File: src/rtl/dwconv_bias_buffer_pp_if.sv
// -----------------------------------------------------------------------------
// dwconv_bias_buffer_pp_if
// Handshake / bus bundle for the per-channel bias store.
//   master : upstream loader + MAC-array read side (drives load/read/swap)
//   slave  : the bias buffer itself
// Signals:
//   load_en      loader done, loading may begin while high
//   in_valid     bias word valid
//   in_data      bias word (word k targets channel k)
//   in_ready     buffer accepts in_data this cycle
//   reload       pulse: discard write progress, return to IDLE
//   load_done    write bank holds all CH words
//   r_en         read strobe
//   bias_out     all CH biases, channel i at [DW*i +: DW]
//   bias_valid   one-cycle pulse, bias_out updated
//   swap         pulse: exchange banks (ping-pong build only)
//   active_bank  bank driving reads
// -----------------------------------------------------------------------------
interface dwconv_bias_buffer_pp_if #(
  parameter int CH = 32,
  parameter int DW = 16
);
  logic            load_en;
  logic            in_valid;
  logic [DW-1:0]   in_data;
  logic            in_ready;
  logic            reload;
  logic            load_done;
  logic            r_en;
  logic [CH*DW-1:0] bias_out;
  logic            bias_valid;
  logic            swap;
  logic            active_bank;

  modport master (
    output load_en, in_valid, in_data, reload, r_en, swap,
    input  in_ready, load_done, bias_out, bias_valid, active_bank
  );

  modport slave (
    input  load_en, in_valid, in_data, reload, r_en, swap,
    output in_ready, load_done, bias_out, bias_valid, active_bank
  );
endinterface

File: src/rtl/dwconv_bias_buffer_pp.sv
// -----------------------------------------------------------------------------
// dwconv_bias_buffer_pp
// Per-channel bias register file for the convolution layers. Bias words stream
// in serially (valid/ready) into the write bank; a read strobe loads all CH
// biases in parallel onto bias_out one cycle later.
//
// Build option: define BIAS_BUF_PINGPONG_EN for two banks (load into the
// inactive bank while the active bank is read, exchanged by swap while FULL).
// Without it there is a single shared bank, swap is ignored, active_bank=0.
//
// Ports:
//   clk    rising-edge clock
//   rst_n  asynchronous reset, ACTIVE-HIGH despite the name (1 = reset)
//   bus    dwconv_bias_buffer_pp_if.slave (see interface header)
// -----------------------------------------------------------------------------
module dwconv_bias_buffer_pp #(
  parameter int CH = 32,
  parameter int DW = 16
) (
  input  logic                    clk,
  input  logic                    rst_n,
  dwconv_bias_buffer_pp_if.slave  bus
);
  localparam int CW = $clog2(CH);
`ifdef BIAS_BUF_PINGPONG_EN
  localparam int NB = 2;
`else
  localparam int NB = 1;
`endif

  localparam logic [1:0] S_IDLE = 2'd0;
  localparam logic [1:0] S_LOAD = 2'd1;
  localparam logic [1:0] S_FULL = 2'd2;

  localparam logic [CW-1:0] LAST_IDX = CW'(CH - 1);

  logic [1:0]       r_state;
  logic [CW-1:0]    r_idx;
  logic [DW-1:0]    r_mem [NB][CH];
  logic [CH*DW-1:0] r_bias_out;
  logic             r_bias_valid;

  logic             w_accept;
  logic             w_swap_go;
  logic             w_wbank;
  logic             w_rbank;

  // reload outranks an accept: the word presented in the reload cycle is dropped.
  assign w_accept = (r_state == S_LOAD) && bus.in_valid && !bus.reload;

`ifdef BIAS_BUF_PINGPONG_EN
  logic r_active_bank;

  assign w_swap_go = bus.swap && (r_state == S_FULL) && !bus.reload;
  assign w_wbank   = ~r_active_bank;
  assign w_rbank   = r_active_bank;

  always_ff @(posedge clk or posedge rst_n) begin
    if (rst_n) begin
      r_active_bank <= 1'b0;
    end else if (w_swap_go) begin
      r_active_bank <= ~r_active_bank;
    end
  end
`else
  logic w_unused_swap;

  assign w_unused_swap = bus.swap;
  assign w_swap_go     = 1'b0;
  assign w_wbank       = 1'b0;
  assign w_rbank       = 1'b0;
`endif

  // Write-side FSM and channel index.
  // NOTE: every clocked block uses non-blocking (<=) so all state updates see
  // pre-edge values, which is what makes the same-cycle read return old data.
  always_ff @(posedge clk or posedge rst_n) begin
    if (rst_n) begin
      r_state <= S_IDLE;
      r_idx   <= '0;
    end else if (bus.reload) begin
      r_state <= S_IDLE;
      r_idx   <= '0;
    end else begin
      case (r_state)
        S_IDLE: begin
          r_idx <= '0;
          if (bus.load_en) r_state <= S_LOAD;
        end
        // load_en dropping here does not abort; only reload leaves LOAD early.
        S_LOAD: begin
          if (w_accept) begin
            if (r_idx == LAST_IDX) begin
              r_idx   <= '0;
              r_state <= S_FULL;
            end else begin
              r_idx <= r_idx + CW'(1);
            end
          end
        end
        S_FULL: begin
          if (w_swap_go) r_state <= S_IDLE;
        end
        default: r_state <= S_IDLE;
      endcase
    end
  end

  // Bias register file.
  // NOTE: the storage is reset on purpose: unwritten channels must read as 0
  // after reset, so this cannot be mapped to an un-resettable RAM macro.
  always_ff @(posedge clk or posedge rst_n) begin
    if (rst_n) begin
      for (int b = 0; b < NB; b++) begin
        for (int i = 0; i < CH; i++) begin
          r_mem[b][i] <= '0;
        end
      end
    end else if (w_accept) begin
      r_mem[w_wbank][r_idx] <= bus.in_data;
    end
  end

  // Parallel read: whole bank copied onto bias_out in one register load.
  always_ff @(posedge clk or posedge rst_n) begin
    if (rst_n) begin
      r_bias_out   <= '0;
      r_bias_valid <= 1'b0;
    end else begin
      r_bias_valid <= bus.r_en;
      if (bus.r_en) begin
        for (int i = 0; i < CH; i++) begin
          r_bias_out[DW*i +: DW] <= r_mem[w_rbank][i];
        end
      end
    end
  end

  assign bus.in_ready    = (r_state == S_LOAD);
  assign bus.load_done   = (r_state == S_FULL);
  assign bus.bias_out    = r_bias_out;
  assign bus.bias_valid  = r_bias_valid;
  assign bus.active_bank = w_rbank;

endmodule

File: src/flat_wrapper.sv
// flat-port wrapper written by rule: the top's interface ports become plain ports
module dwconv_bias_buffer_pp_flat 
#(
  parameter int CH = 32,
  parameter int DW = 16
)
  (clk, rst_n, bus_load_en, bus_in_valid, bus_in_data, bus_reload, bus_r_en, bus_swap, bus_in_ready, bus_load_done, bus_bias_out, bus_bias_valid, bus_active_bank);
  dwconv_bias_buffer_pp_if #(.CH(CH), .DW(DW)) bus_i ();
  input  logic clk;
  input  logic rst_n;
  input wire logic [$bits(bus_i.load_en)-1:0] bus_load_en;
  input wire logic [$bits(bus_i.in_valid)-1:0] bus_in_valid;
  input wire logic [$bits(bus_i.in_data)-1:0] bus_in_data;
  input wire logic [$bits(bus_i.reload)-1:0] bus_reload;
  input wire logic [$bits(bus_i.r_en)-1:0] bus_r_en;
  input wire logic [$bits(bus_i.swap)-1:0] bus_swap;
  output wire logic [$bits(bus_i.in_ready)-1:0] bus_in_ready;
  output wire logic [$bits(bus_i.load_done)-1:0] bus_load_done;
  output wire logic [$bits(bus_i.bias_out)-1:0] bus_bias_out;
  output wire logic [$bits(bus_i.bias_valid)-1:0] bus_bias_valid;
  output wire logic [$bits(bus_i.active_bank)-1:0] bus_active_bank;
  assign bus_i.load_en = bus_load_en;
  assign bus_i.in_valid = bus_in_valid;
  assign bus_i.in_data = bus_in_data;
  assign bus_i.reload = bus_reload;
  assign bus_i.r_en = bus_r_en;
  assign bus_i.swap = bus_swap;
  assign bus_in_ready = bus_i.in_ready;
  assign bus_load_done = bus_i.load_done;
  assign bus_bias_out = bus_i.bias_out;
  assign bus_bias_valid = bus_i.bias_valid;
  assign bus_active_bank = bus_i.active_bank;
  dwconv_bias_buffer_pp #(.CH(CH), .DW(DW)) u_core (.clk(clk), .rst_n(rst_n), .bus(bus_i));
endmodule
File: config.mk
export PLATFORM = sky130hd
export DESIGN_NAME = dwconv_bias_buffer_pp_flat
export DESIGN_NICKNAME = d
export VERILOG_FILES = /design/src/rtl/dwconv_bias_buffer_pp_if.sv /design/src/rtl/dwconv_bias_buffer_pp.sv /design/src/flat_wrapper.sv
export SDC_FILE = /design/constraint.sdc
export NUM_CORES = 2
export LEC_CHECK = 0
export CAP_MARGIN = 20
export CORE_ASPECT_RATIO = 1.1
export CORE_MARGIN = 1
export CORE_UTILIZATION = 49
export CTS_BUF_LIST = sky130_fd_sc_hd__clkbuf_4 sky130_fd_sc_hd__clkbuf_8 sky130_fd_sc_hd__clkbuf_16
export CTS_CLUSTER_DIAMETER = 40
export DETAILED_ROUTE_END_ITERATION = 6
export PLACE_DENSITY = 0.87
export SYNTH_ARGS = -nofsm -noshare
export SYNTH_HDL_FRONTEND = slang
export SYNTH_SLANG_ARGS = --single-unit
File: constraint.sdc
create_clock -name clk -period 35.8 [get_ports clk]
set_input_delay 5.37 -clock clk [delete_from_list [all_inputs] [get_ports clk]]
set_output_delay 5.37 -clock clk [all_outputs]
set_load 0.03 [all_outputs]
# Word level (Yosys, flattened, before mapping)
# Index checks and enable logic that the tools add are counted.
[classes] n_addsub=1 n_lt_le_gt_ge=2 eq_ne=7 muxes=12 n_bitwise=1 reduce_logical=8
[op_table] cell="$bwmux 512" count=1
[op_table] cell="$demux 16 s5" count=1
[op_table] cell="$mux 16" count=1
[op_table] cell="$mux 5" count=3
[op_table] cell="$pmux 5 s2" count=1
[op_table] cell="$mux 2" count=4
[op_table] cell="$ge 6x6->1 const B" count=1
[op_table] cell="$lt 6x1->1 const B" count=1
[op_table] cell="$ne 3x2->1 const B" count=2
[op_table] cell="$not 5->6" count=1
[op_table] cell="$pmux 2 s3" count=1
[op_table] cell="$add 5x1->5 const B" count=1
[op_table] cell="$eq 5x5->1 const B" count=1
[op_table] cell="$reduce_and 4->1" count=1
[op_table] cell="$logic_and 1x1->1" count=3
[op_table] cell="$ne 3x3->1 const B" count=1
[op_table] cell="$reduce_bool 3->1" count=1
[op_table] cell="$eq 2x1->1 const B" count=1
[op_table] cell="$eq 2x2->1 const B" count=1
[op_table] cell="$logic_not 2->1" count=1
[op_table] cell="$ne 2x2->1 const B" count=1
[op_table] cell="$reduce_and 2->1" count=1
[op_table] cell="$logic_not 1->1" count=1
[totals] reg_bits=1032 in_bits=23 output_inout_bits=516 elab_cells=67

# Depth between registers and ports, before layout
[logic_depth] depth_word=6 depth_mapped=7 depth_no_buf=7

# Worst setup path after synthesis
# Ideal clock, no wire load.
[synth_path] kind="input-to-reg" startpoint="in bus_reload" endpoint="reg u_core.r_mem[496] (netlist name)" setup_time_ps=125 arrival_ps=6628 t_required_ps=35675 path_slack_ps=29048 cell_stages=5 n_path_buf=1 cell_sequence="nor3b_4 -> nand3_4 -> nor4_4 -> buf_6 -> mux2_2"
[synth_via] elab_chain_len=2
[synth_lines] element="start, declared" line_no="flat_wrapper.sv:14" rtl="input wire logic [$bits(bus_i.reload)-1:0] bus_reload;"
[synth_lines] element="$logic_not 1->1" line_no="dwconv_bias_buffer_pp.sv:49" rtl="assign w_accept = (r_state == S_LOAD) && bus.in_valid && !bus.reload;"
[synth_lines] element="$logic_and 1x1->1" line_no="dwconv_bias_buffer_pp.sv:49"
[synth_lines] element="end signal, assigned by index" line_no="dwconv_bias_buffer_pp.sv:120" rtl="r_mem[w_wbank][r_idx] <= bus.in_data;"
[synth_lines] element="end, declared" line_no="dwconv_bias_buffer_pp.sv:39" rtl="logic [DW-1:0] r_mem [NB][CH];"
# Every way passes these cells.
# A chain may end at the register's enable or synchronous reset.

# Worst setup path in the final report
[layout_path] startpoint="in bus_r_en" endpoint="reg u_core.r_bias_out[173], in the netlist u_core.bus.bias_out[173]"
[layout_rtl] element="start, declared" line_no="flat_wrapper.sv:15" rtl="input wire logic [$bits(bus_i.r_en)-1:0] bus_r_en;"
[layout_rtl] element="end signal, assigned by index" line_no="dwconv_bias_buffer_pp.sv:133" rtl="r_bias_out[DW*i +: DW] <= r_mem[w_rbank][i];"
[layout_rtl] element="end, declared" line_no="dwconv_bias_buffer_pp.sv:40" rtl="logic [CH*DW-1:0] r_bias_out;"
# No word-level cell between the ends.

==> results.yml <==
setup_path:
  arrival_ns: 9.56
  crit_type: "input pin to flop"
  crit_chain: "buf_8 > buf_4 > buf_4 > buf_4 > mux2_2"
  max_stage_delay_ns: 0.95
  rrSetupSlack_ns: 33.11
  critPathRequiredTime_ns: 36.34
  worstPathMaxFanout: 115
  critPathBufInv: 4
  critPathCaptureType: "flop"
  cpMostUsedCell: "buf_4"
  path_delay_family: "buffers and inverters"
  crit_slowest_cell: "buf_4"
  worst_setup_path_start_kind: "input pin"
final_layout:
  utilization: 0.629
  area_delta_synth_final_pct: 26.2
  finalNonFillerCells: 3968
  final_nets: 2860
  fillers: 5191
  drive_gt1_frac: 0.455
floorplanning:
  io_pins: 539
  initial_core_util: 0.498
  core_sq_um: 78100
  die_area_sq_um: 80500
  die-height_microns: 297
  die_w_microns: 271
  rows: 107
clock_network:
  ctsHtreeMaxLevel: 3
  clk_pin_slew_ns: 0.06
  cts_tree: "done"
  cts_buffer_depth: 3
  numCtsBuffers: 116
  cts_root_buf: "clkbuf_16"
  clk_latency_ns: 0.68
  holdBufCountCts: 0
  postCtsSetupBuffers: 0
  cts_resized: 0
  cts.sinks: 1032
grt:
  grt_pass1_wl_microns: 153000
  grt_pass1_vias: 24131
  antenna_found_initial: 8
  grt_max_degree: 167
  grt.overflow.total: 0
  grt_use_total: 0.251
synthesis:
  synth_cells: 2296
  avgSynthCellArea_sq_um: 16.9
  synthTopCellsByCount: "1032 x dfrtp_1, 1024 x mux2_2, 68 x clkbuf_1"
  synth.top_cell.area_share: 0.664
  synthFlopType: "dfrtp_1"
  synth.yosys.warnings: 0
  synthArstFlopShare: 1.00
  syn-num-nets: 2324
  ys_seq_area_frac: 0.664
  yosysMostFrequentCell: "dfrtp_1"
  synth.area.top_cells: "dfrtp_1 66%, mux2_2 30%, buf_6 0.81%"
  ys_ff_latch: 1032
  synth-edff-count: 0
  syn-cell-area_sq_um: 38900
  yosysTopAreaCell: "dfrtp_1"
  ys_types: 35
timing:
  drv_slew: 0
  period_needed_ns: 9.02
  finalSetupViolCount: 0
  worstMarginPinSlew_ns: 1.13
  rsz0062_at_grt: "no"
  fin_crit_sh: 0.252
  fmax_ghz: 0.111
  fin_worst_skew_ns: 0.0254
  finalSetupTns_ns: 0
  maxSlewHeadroom: 0.247
  hold_viol: 0
drt:
  dr.pass1.iters: 5
  wirelength_microns: 101000
  post_drt_wl_per_cell_microns: 25.5
  drt_iter0_drc: 1375
  vias: 22026
  drtAntennaViolNets: 0
  drc_errors: 0
  via_per_inst: 5.55
pwr:
  p_leak_nw: 24.4
  powerDensity_nw_per_um2: 52.1
  peakVddDrop_mv: 0.0486
  power_mw: 2.56
place:
  place.gp.congestion: 0.797
  io_buffers: 536
  dp_hpwl_microns: 61300
  placed_cells: 3744
worst_hold_path:
  min_path_type: "flop to flop"
status:
  outcome: "finished, final reports clean"
run:
  drv_cap: 0
## report_power, final
group | internal [mW] | switching (mW) | total, mW
logic | 0.0427 | 0.0859 | 0.129
clock network | 0.743 | 0.493 | 1.24
registers | 1.18 | 0.0108 | 1.19
## flip-flops by register name, indices dropped and copies added, names as in the netlist
register and flops:
u_core.r_mem 512, u_core.bus.bias_valid 1, u_core.r_idx 5, u_core.r_state 2, u_core.bus.bias_out 512
## per-stage QoR
step,hold WS (ns),instance area (sq um),setup WS [ns]
floorplan,0.474,38900,1.39
global placement,0.481,44800,25.54
detailed placement,0.486,44900,25.28
CTS,0.479,48900,26.02
global route,0.501,49100,26.26
finish,0.489,49100,26.78
## path summary, 6_finish.rpt
kind / start / to / cells after the start
max: bus_r_en / u_core.bus.bias_out[173] / 5
min: u_core.r_mem[29] / u_core.bus.bias_out[493] / 1
max reg2reg: u_core.r_idx[4] / u_core.r_mem[250] / 4
min reg2reg: u_core.r_mem[29] / u_core.bus.bias_out[493] / 1
max in group asynchronous: rst_n / u_core.r_mem[484] / 7
min in group asynchronous: rst_n / u_core.r_mem[210] / 2
## cell families after synthesis
group | share of synthesized area
DFF | 0.664
muxes | 0.297
buffers and inverters | 0.0237
and+or+nand+nor | 0.0125
AOI/OAI and AO/OA | 0.00142
adders and majority gates | 0.00161
other | 0.0000964
## placed cells by master, fill, tap and decap left out, drive strengths merged, types with 2 or more instances in the layout
cell type	instances
bufinv	11
clkinvlp	17
dfrtp	1032
and2	3
nand2	31
nor2b	5
and2b	2
nor3	3
clkdlybuf4s50	519
clkbuf	152
and3	2
a21oi	2
diode	3
mux2	1024
nor3b	4
nand3	3
o21ai	6
clkinv	19
ha	5
buf	52
nor2	5
inv	21
and3b	2
or4b	2
## per-layer routing
metal / share of wire / vias up / global-route usage
li1: - / 9183 / -
met4: 0.040 / 6 / 0.114
met2: 0.50 / 793 / 0.419
met3: 0.068 / 213 / 0.0631
met1: 0.39 / 11831 / 0.306
met5: 0.00038 / - / 0
## area by class of cell
type	count	area, sq um	area share
diodes	3	7.51	0.000153
clock buffers	152	3340	0.0680
clock inverters	64	754	0.0154
inverters	4	22.5	0.000459
multi-input cells	1107	12100	0.247
flip-flops and latches	1032	25800	0.526
well taps	1035	1290	0.0264
repair buffers	571	5700	0.116
Power figures use the tool's default switching activity.
